--- src/rtl/fifo_drain_serializer_if.sv ---
// rtl/fifo_drain_serializer_if.sv - dequeue-side and beat-enqueue method interfaces
// master calls the method (drives ENA); slave provides it (drives RDY and data).
interface fifo_deq_if #(
    parameter int width = 32
);
    logic [width-1:0] first;
    logic             first__RDY;
    logic             deq__RDY;
    logic             deq__ENA;

    modport master (input first, first__RDY, deq__RDY, output deq__ENA);
    modport slave  (output first, first__RDY, deq__RDY, input deq__ENA);
endinterface

interface beat_enq_if #(
    parameter int beat = 8
);
    logic            enq__RDY;
    logic            enq__ENA;
    logic [beat-1:0] enq_v;
    logic            enq_last;

    modport master (input enq__RDY, output enq__ENA, enq_v, enq_last);
    modport slave  (output enq__RDY, input enq__ENA, enq_v, enq_last);
endinterface

--- src/rtl/fifo_drain_serializer.sv ---
// rtl/fifo_drain_serializer.sv - pops wide FIFO words and emits them as LSB-first beats
// A new word is captured on the final beat of the previous one, so words stream with no bubble.
module fifo_drain_serializer #(
    parameter int width = 32,
    parameter int beat  = 8,
    parameter int cntw  = 16
) (
    input  logic            CLK,
    input  logic            nRST,
    fifo_deq_if.master      src,
    beat_enq_if.master      dst,
    output logic [cntw-1:0] words_done,
    output logic            busy
);

    localparam int N    = width / beat;
    localparam int IDXW = (N > 1) ? $clog2(N) : 1;
    localparam logic [IDXW-1:0] LAST_IDX = IDXW'(N - 1);

    if (width % beat != 0) begin : g_bad_ratio
        $error("fifo_drain_serializer: width must be an integer multiple of beat");
    end

    typedef enum logic {IDLE, SEND} state_t;

    state_t            state_q, state_d;
    logic [width-1:0]  sr_q, sr_d;
    logic [IDXW-1:0]   idx_q, idx_d;
    logic [cntw-1:0]   words_q, words_d;

    logic sending;
    logic is_last;
    logic enq_ena;
    logic load;

    // Gating with nRST keeps every handshake output quiet while reset is held.
    assign sending = nRST && (state_q == SEND);
    assign is_last = sending && (idx_q == LAST_IDX);
    assign enq_ena = sending && dst.enq__RDY;
    assign load    = nRST && src.deq__RDY && src.first__RDY
                     && ((state_q == IDLE) || (enq_ena && is_last));

    assign src.deq__ENA = load;
    assign dst.enq__ENA = enq_ena;
    assign dst.enq_v    = sr_q[beat-1:0];
    assign dst.enq_last = is_last;
    assign busy         = sending;
    assign words_done   = words_q;

    always_ff @(posedge CLK) begin
        if (!nRST) begin
            state_q <= IDLE;
            sr_q    <= '0;
            idx_q   <= '0;
            words_q <= '0;
        end else begin
            state_q <= state_d;
            sr_q    <= sr_d;
            idx_q   <= idx_d;
            words_q <= words_d;
        end
    end

    always_comb begin
        state_d = state_q;
        sr_d    = sr_q;
        idx_d   = idx_q;
        words_d = words_q;
        case (state_q)
            IDLE: begin
                if (load) begin
                    sr_d    = src.first;
                    idx_d   = '0;
                    state_d = SEND;
                end
            end
            SEND: begin
                if (enq_ena) begin
                    if (!is_last) begin
                        sr_d  = sr_q >> beat;
                        idx_d = idx_q + IDXW'(1);
                    end else begin
                        words_d = words_q + cntw'(1);
                        if (load) begin
                            sr_d  = src.first;
                            idx_d = '0;
                        end else begin
                            state_d = IDLE;
                        end
                    end
                end
            end
            default: state_d = IDLE;
        endcase
    end

endmodule

--- src/flat_wrapper.sv ---
// flat-port wrapper written by rule: the top's interface ports become plain ports
module fifo_drain_serializer_flat 
#(
    parameter int width = 32,
    parameter int beat  = 8,
    parameter int cntw  = 16
)
  (CLK, nRST, words_done, busy, src_first, src_first__RDY, src_deq__RDY, src_deq__ENA, dst_enq__RDY, dst_enq__ENA, dst_enq_v, dst_enq_last);
  fifo_deq_if #(.width(width)) src_i ();
  beat_enq_if #(.beat(beat)) dst_i ();
  input  logic CLK;
  input  logic nRST;
  output logic [cntw-1:0] words_done;
  output logic busy;
  input wire logic [$bits(src_i.first)-1:0] src_first;
  input wire logic [$bits(src_i.first__RDY)-1:0] src_first__RDY;
  input wire logic [$bits(src_i.deq__RDY)-1:0] src_deq__RDY;
  output wire logic [$bits(src_i.deq__ENA)-1:0] src_deq__ENA;
  input wire logic [$bits(dst_i.enq__RDY)-1:0] dst_enq__RDY;
  output wire logic [$bits(dst_i.enq__ENA)-1:0] dst_enq__ENA;
  output wire logic [$bits(dst_i.enq_v)-1:0] dst_enq_v;
  output wire logic [$bits(dst_i.enq_last)-1:0] dst_enq_last;
  assign src_i.first = src_first;
  assign src_i.first__RDY = src_first__RDY;
  assign src_i.deq__RDY = src_deq__RDY;
  assign src_deq__ENA = src_i.deq__ENA;
  assign dst_i.enq__RDY = dst_enq__RDY;
  assign dst_enq__ENA = dst_i.enq__ENA;
  assign dst_enq_v = dst_i.enq_v;
  assign dst_enq_last = dst_i.enq_last;
  fifo_drain_serializer #(.width(width), .beat(beat), .cntw(cntw)) u_core (.CLK(CLK), .nRST(nRST), .src(src_i), .dst(dst_i), .words_done(words_done), .busy(busy));
endmodule
--- config.mk ---
export PLATFORM = sky130hd
export DESIGN_NAME = fifo_drain_serializer_flat
export DESIGN_NICKNAME = d
export VERILOG_FILES = /design/src/rtl/fifo_drain_serializer_if.sv /design/src/rtl/fifo_drain_serializer.sv /design/src/flat_wrapper.sv
export SDC_FILE = /design/constraint.sdc
export NUM_CORES = 1
export LEC_CHECK = 0
export ABC_AREA = 1
export CAP_MARGIN = 20
export CORE_AREA = 2 2 76 78
export DETAILED_ROUTE_END_ITERATION = 10
export DIE_AREA = 0 0 78 80
export PLACE_DENSITY = 0.8
export SLEW_MARGIN = 20
export SYNTH_ARGS = -nofsm -noshare
export SYNTH_HDL_FRONTEND = slang
export SYNTH_SLANG_ARGS = --single-unit
--- constraint.sdc ---
create_clock -name CLK -period 1.9 [get_ports CLK]
set_clock_uncertainty 0.05 [all_clocks]
set_input_delay 0.285 -clock CLK [delete_from_list [all_inputs] [get_ports CLK]]
set_output_delay 0.285 -clock CLK [all_outputs]
set_load 0.005 [all_outputs]
# Word level (Yosys, flattened, before mapping)
# Cells that the tools add are included.
# word_totals
output_inout_bits	28
reg_bits	51
# op_classes
n_eq_ne	2
reduce_logical	9
addsub	2
bitwise	1
n_mux	12
# op_table
op	n
2-to-1 mux 32 bit	3
case mux 32 bit (2 select lines)	1
adder 16 x 1 -> 16 bit (second input constant)	1
logical AND 1 bit	7
2-to-1 mux 2 bit	3
case mux 2 bit (2 select lines)	1
2-to-1 mux 1 bit	3
AND reduction 3 bit	1
adder 2 x 1 -> 2 bit (second input constant)	1
equality test 2 bit (second input constant)	1
!= test 2 bit (second input constant)	1
case mux 1 bit (2 select lines)	1
logical OR 1 bit	1
inverter 1 bit	1

# Longest topological paths before layout
# depth
depth_word	9
depth_mapped	9
depth_no_buf	9

# Worst setup path before layout
# No wires, ideal clock.
# synth_timing
path_kind	flip-flop to flip-flop
startpoint	register u_core.idx_q[0]
endpoint	register u_core.idx_q[1]
stages_incl_launch_ff	10
n_path_buf	1
path_slack_ns	0.493
arrival_time_ns	1.224
setup_ns	0.132
cell_sequence	dfxtp_1 > ha_1 > nand4_4 > nand2_2 > nand2_4 > nand2_8 > inv_2 > buf_6 > nand2_1 > a21oi_1
# synth_via
elab_chain_cells	9
# synth_lines
item	line	rtl
from (decl)	fifo_drain_serializer.sv:28	logic [IDXW-1:0] idx_q, idx_d;
from (signal assigned)	fifo_drain_serializer.sv:59	idx_q <= idx_d;
equality test 2 bit	fifo_drain_serializer.sv:38	assign is_last = sending && (idx_q == LAST_IDX);
logical AND 1 bit	fifo_drain_serializer.sv:38	
logical AND 1 bit	fifo_drain_serializer.sv:41	&& ((state_q == IDLE) || (enq_ena && is_last));
logical OR 1 bit	fifo_drain_serializer.sv:41	
logical AND 1 bit	fifo_drain_serializer.sv:41	
2-to-1 mux 2 bit	n/a	
2-to-1 mux 2 bit	fifo_drain_serializer.sv:79	if (!is_last) begin
2-to-1 mux 2 bit	fifo_drain_serializer.sv:78	if (enq_ena) begin
case mux 2 bit (2 select lines) (*)	fifo_drain_serializer.sv:69	case (state_q)
# Mark *: on every way between the ends. The rest lies on a longest branch, timed or not. The select of a mux whose other input is x is not followed.
# A chain may end at the register's enable or synchronous reset.

# Worst setup path after layout
# layout_timing
startpoint	register u_core.state_q
endpoint	output port dst_enq__ENA
# layout_via
elab_chain_cells	2
# layout_lines
item	line	rtl
from (decl)	fifo_drain_serializer.sv:26	state_t state_q, state_d;
from (signal assigned)	fifo_drain_serializer.sv:57	state_q <= state_d;
logical AND 1 bit	fifo_drain_serializer.sv:37	assign sending = nRST && (state_q == SEND);
logical AND 1 bit	fifo_drain_serializer.sv:39	assign enq_ena = sending && dst.enq__RDY;
to (decl)	flat_wrapper.sv:20	output wire logic [$bits(dst_i.enq__ENA)-1:0] dst_enq__ENA;
# Every way passes these cells.

==> results.json <==
{
  "final_max_tran_viols": 0,
  "gr-usage-met2_pct": 34.7,
  "pwr-share-seq_pct": 55.1,
  "crit_path_cell_trace": "nand2_2, nor2_4, clkdlybuf4s50_1",
  "netSwitchingPower_w": 0.000525,
  "overflow_after_grt": 0,
  "first_iter_violations": 119,
  "comb_power_share_pct": 13.2,
  "insertedDiodeCount": 0,
  "cp.required_ns": 1.56,
  "clock_sinks": 51,
  "hold_ws_ns": 0.411,
  "internal-power_w": 0.00153,
  "chipHeight_microns": 80,
  "worst_ep_arrival_ns": 1.48,
  "setup.worst_path.start_class": "register",
  "netlist_top_cells_area": "sky130_fd_sc_hd__dfxtp_1 43%, sky130_fd_sc_hd__nor2_1 11%, sky130_fd_sc_hd__nand2_1 7.8%",
  "tightest_slew_ns": 0.310,
  "count_of_hold_fix_buffers_inserted_at_cts": 0,
  "globalRoute.busiestLayer": "met2",
  "grt_first_pass_wirelength_microns": 10200,
  "routed_wirelength_microns": 5890,
  "synth_area_leader_cell": "sky130_fd_sc_hd__dfxtp_1",
  "net_sw_share_pct": 25.6,
  "groute.layer.met1.usage_pct": 25.2,
  "grt.met3_usage_pct": 4.52,
  "die-area_sq_um": 6240,
  "dr.pass1.iters": 4,
  "worst_slack_ns": 0.0880,
  "hold_violations": 0,
  "worst-path-max-fanout": 3,
  "design.portCount": 65,
  "critPathMaxStageDelay_ns": 0.52,
  "largest_net_degree_at_the_start_of_global_routing": 32,
  "layout_commonest_cell": "sky130_fd_sc_hd__nor2_1",
  "totalPowerFinal_w": 0.00205,
  "start_util_pct": 43.6,
  "clk_root_buffer_cell": "sky130_fd_sc_hd__clkbuf_8",
  "worstHoldPathType": "reg -> reg",
  "cts_tree": "yes",
  "drtAntennaViolNets": 0,
  "drive_above_1_share_pct": 10.7,
  "unrepaired_setup_endpoints_after_global_routing": "false",
  "row_count": 27,
  "final_min_period_over_clock_period_pct": 95.4,
  "share_of_total_power_in_the_clock_network_pct": 31.7,
  "port-buffer-count": 64,
  "ctsLongestPathBuffers": 2,
  "setup.worst_path.class": "reg -> out",
  "critical_path.n_buffers_inverters": 1,
  "mapped_area_sq_um": 2360,
  "synth_top_area_share_pct": 43.3,
  "grt_antenna_before_repair": 0,
  "critical_path_s_slowest_cell": "sky130_fd_sc_hd__clkdlybuf4s50_1",
  "drt-wirelength-per-cell_microns": 12.4,
  "viasPerCell": 4.97,
  "fillerInstances": 508,
  "leading_cell_types_in_the_layout_fill_and_taps_excluded": "70 x sky130_fd_sc_hd__nor2_1, 60 x sky130_fd_sc_hd__clkdlybuf4s50_1, 49 x sky130_fd_sc_hd__nand2_1",
  "syn2layout_area_growth_pct": 38.1,
  "design.core.area_sq_um": 5410,
  "die_width_microns": 78,
  "yosysUniqueCellTypes": 28,
  "grt_pass1_vias": 2345,
  "status": "complete, no violations",
  "worst_setup_path_end_kind": "output pin",
  "cts.htree.levels": 2,
  "post_synthesis_instance_total": 331,
  "cap_viol_max_count": 0,
  "clk_latency_worst_skew_pair_ns": 0.31,
  "finalSetupViolations": 0,
  "p_leak_nw": 1.30,
  "pwr_density_cell_nw_per_um2": 630,
  "groute.usage.overall_pct": 20.6,
  "min_period_ns": 1.81,
  "synth_seq_cells": 51,
  "synth.net_count": 370,
  "dr_total_vias": 2357,
  "design.final.nets": 440,
  "synth_seq_area_share_pct": 43.3,
  "hpwlAfterDp_microns": 4100,
  "cpLargestDelayFamily": "buffers and inverters",
  "timing.max_slew.rel_slack_pct": 79.3,
  "vdd.ir_drop.worst_mv": 0.311,
  "synthesis.yosys.warnings": 0,
  "average_instance_area_after_synthesis_sq_um": 7.13,
  "cts-buffers-inserted": 5,
  "post-route-drc-count": 0,
  "max_freq_mhz": 552,
  "placement.setup.worst_slack_ns": -0.183,
  "path_clk_slew_ns": 0.10,
  "place.gp.congestion": 0.869
}
==> per-stage QoR <==
step	cells	cell area [sq um]	setup TNS (ns)	utilization (%)
floorplan	331	2360	0	-
global placement	465	3120	-1.76	57.8
detailed placement	465	3120	-2.43	57.8
CTS	474	3250	0	60.1
global route	474	3260	0	60.3
finish	474	3260	0	60.3
==> final timing paths <==
path / startpoint / endpoint / slack (ns) / cells after the start
max: u_core.state_q / dst_enq__ENA / 0.09 / 3
min: u_core.sr_q[22] / u_core.sr_q[22] / 0.41 / 2
max reg2reg: u_core.idx_q[1] / u_core.idx_q[1] / 0.20 / 9
min reg2reg: u_core.sr_q[22] / u_core.sr_q[22] / 0.41 / 2
==> cells in the mapped netlist <==
library cell and count:
sky130_fd_sc_hd__nand4_1 7, sky130_fd_sc_hd__ha_1 2, sky130_fd_sc_hd__a21oi_1 33, sky130_fd_sc_hd__clkinv_1 2, sky130_fd_sc_hd__o21ai_0 29, sky130_fd_sc_hd__nand4_4 1
sky130_fd_sc_hd__nand2_1 49, sky130_fd_sc_hd__buf_1 1, sky130_fd_sc_hd__nor3_1 11, sky130_fd_sc_hd__nor3b_1 1, sky130_fd_sc_hd__xnor2_1 1, sky130_fd_sc_hd__and3_1 1
sky130_fd_sc_hd__nand2_2 2, sky130_fd_sc_hd__buf_2 2, sky130_fd_sc_hd__nand2_4 2, sky130_fd_sc_hd__nor2_4 3, sky130_fd_sc_hd__nor3_2 1, sky130_fd_sc_hd__buf_6 1
sky130_fd_sc_hd__nor2_1 71, sky130_fd_sc_hd__nand2_8 1, sky130_fd_sc_hd__o21bai_1 1, sky130_fd_sc_hd__nand3_1 10, sky130_fd_sc_hd__inv_1 31, sky130_fd_sc_hd__clkbuf_1 5
sky130_fd_sc_hd__buf_4 9, sky130_fd_sc_hd__inv_2 2, sky130_fd_sc_hd__dfxtp_1 51, sky130_fd_sc_hd__nand3_2 1
==> cells by family (layout without fill, tap and decap cells) <==
kind of cell	after synthesis	count (layout)	share of synthesized area, %
DFF	51	51	43.3
adders and majority gates	2	2	1.06
xor gates and xnor gates	1	1	0.371
AOI/OAI and AO/OA	63	63	13.5
buffers and inverters	53	124	10.3
and+or+nand+nor	161	161	31.5
==> registers in the layout, indices dropped and copies added (netlist names) <==
register	cells
u_core.sr_q	32
u_core.idx_q	2
u_core.state_q	1
u_core.words_done	16
==> worst register-to-register path, delay by kind of cell (launching register included) <==
kind / cells / cell delay, ns
and+or+nand+nor: 5 / 0.39
AOI/OAI and AO/OA: 1 / 0.15
adders and majority gates: 1 / 0.17
buffers and inverters: 2 / 0.50
DFF: 1 / 0.37
==> final cells by class <==
| cell class | instances | area (sq um) | share of cell area [%] |
|---|---|---|---|
| clock buffer | 5 | 68.8 | 2.11 |
| clock inverter | 3 | 22.5 | 0.691 |
| inverter | 35 | 131 | 4.03 |
| multi-input combinational | 227 | 1120 | 34.4 |
| sequential | 51 | 1030 | 31.6 |
| tap | 72 | 90.1 | 2.76 |
| timing repair buffer | 81 | 796 | 24.4 |
==> routing by layer <==
layer	vias to the layer above	wire [microns]
li1	1197	-
met1	1081	2660
met2	68	2790
met3	11	298
met4	0	137
met5	-	0
==> power by group through the flow <==
stage	combinational (W)	sequential, W	clock (W)
finish	0.000271	0.00113	0.000651
global route	0.000300	0.00114	0.000712
CTS	0.000272	0.00113	0.000658
detailed placement	0.000268	0.00116	0
global placement	0.000265	0.00115	0
floorplan	0.000137	0.00115	0
==> timing repair <==
item | 4_1_cts | 5_1_grt
pin swaps | 1 | 0
endpoints found under the setup margin | 4 | 2
gates resized for setup | 12 | 3
setup buffers | 1 | 0
No activity file was read; power rests on OpenSTA's default activity.
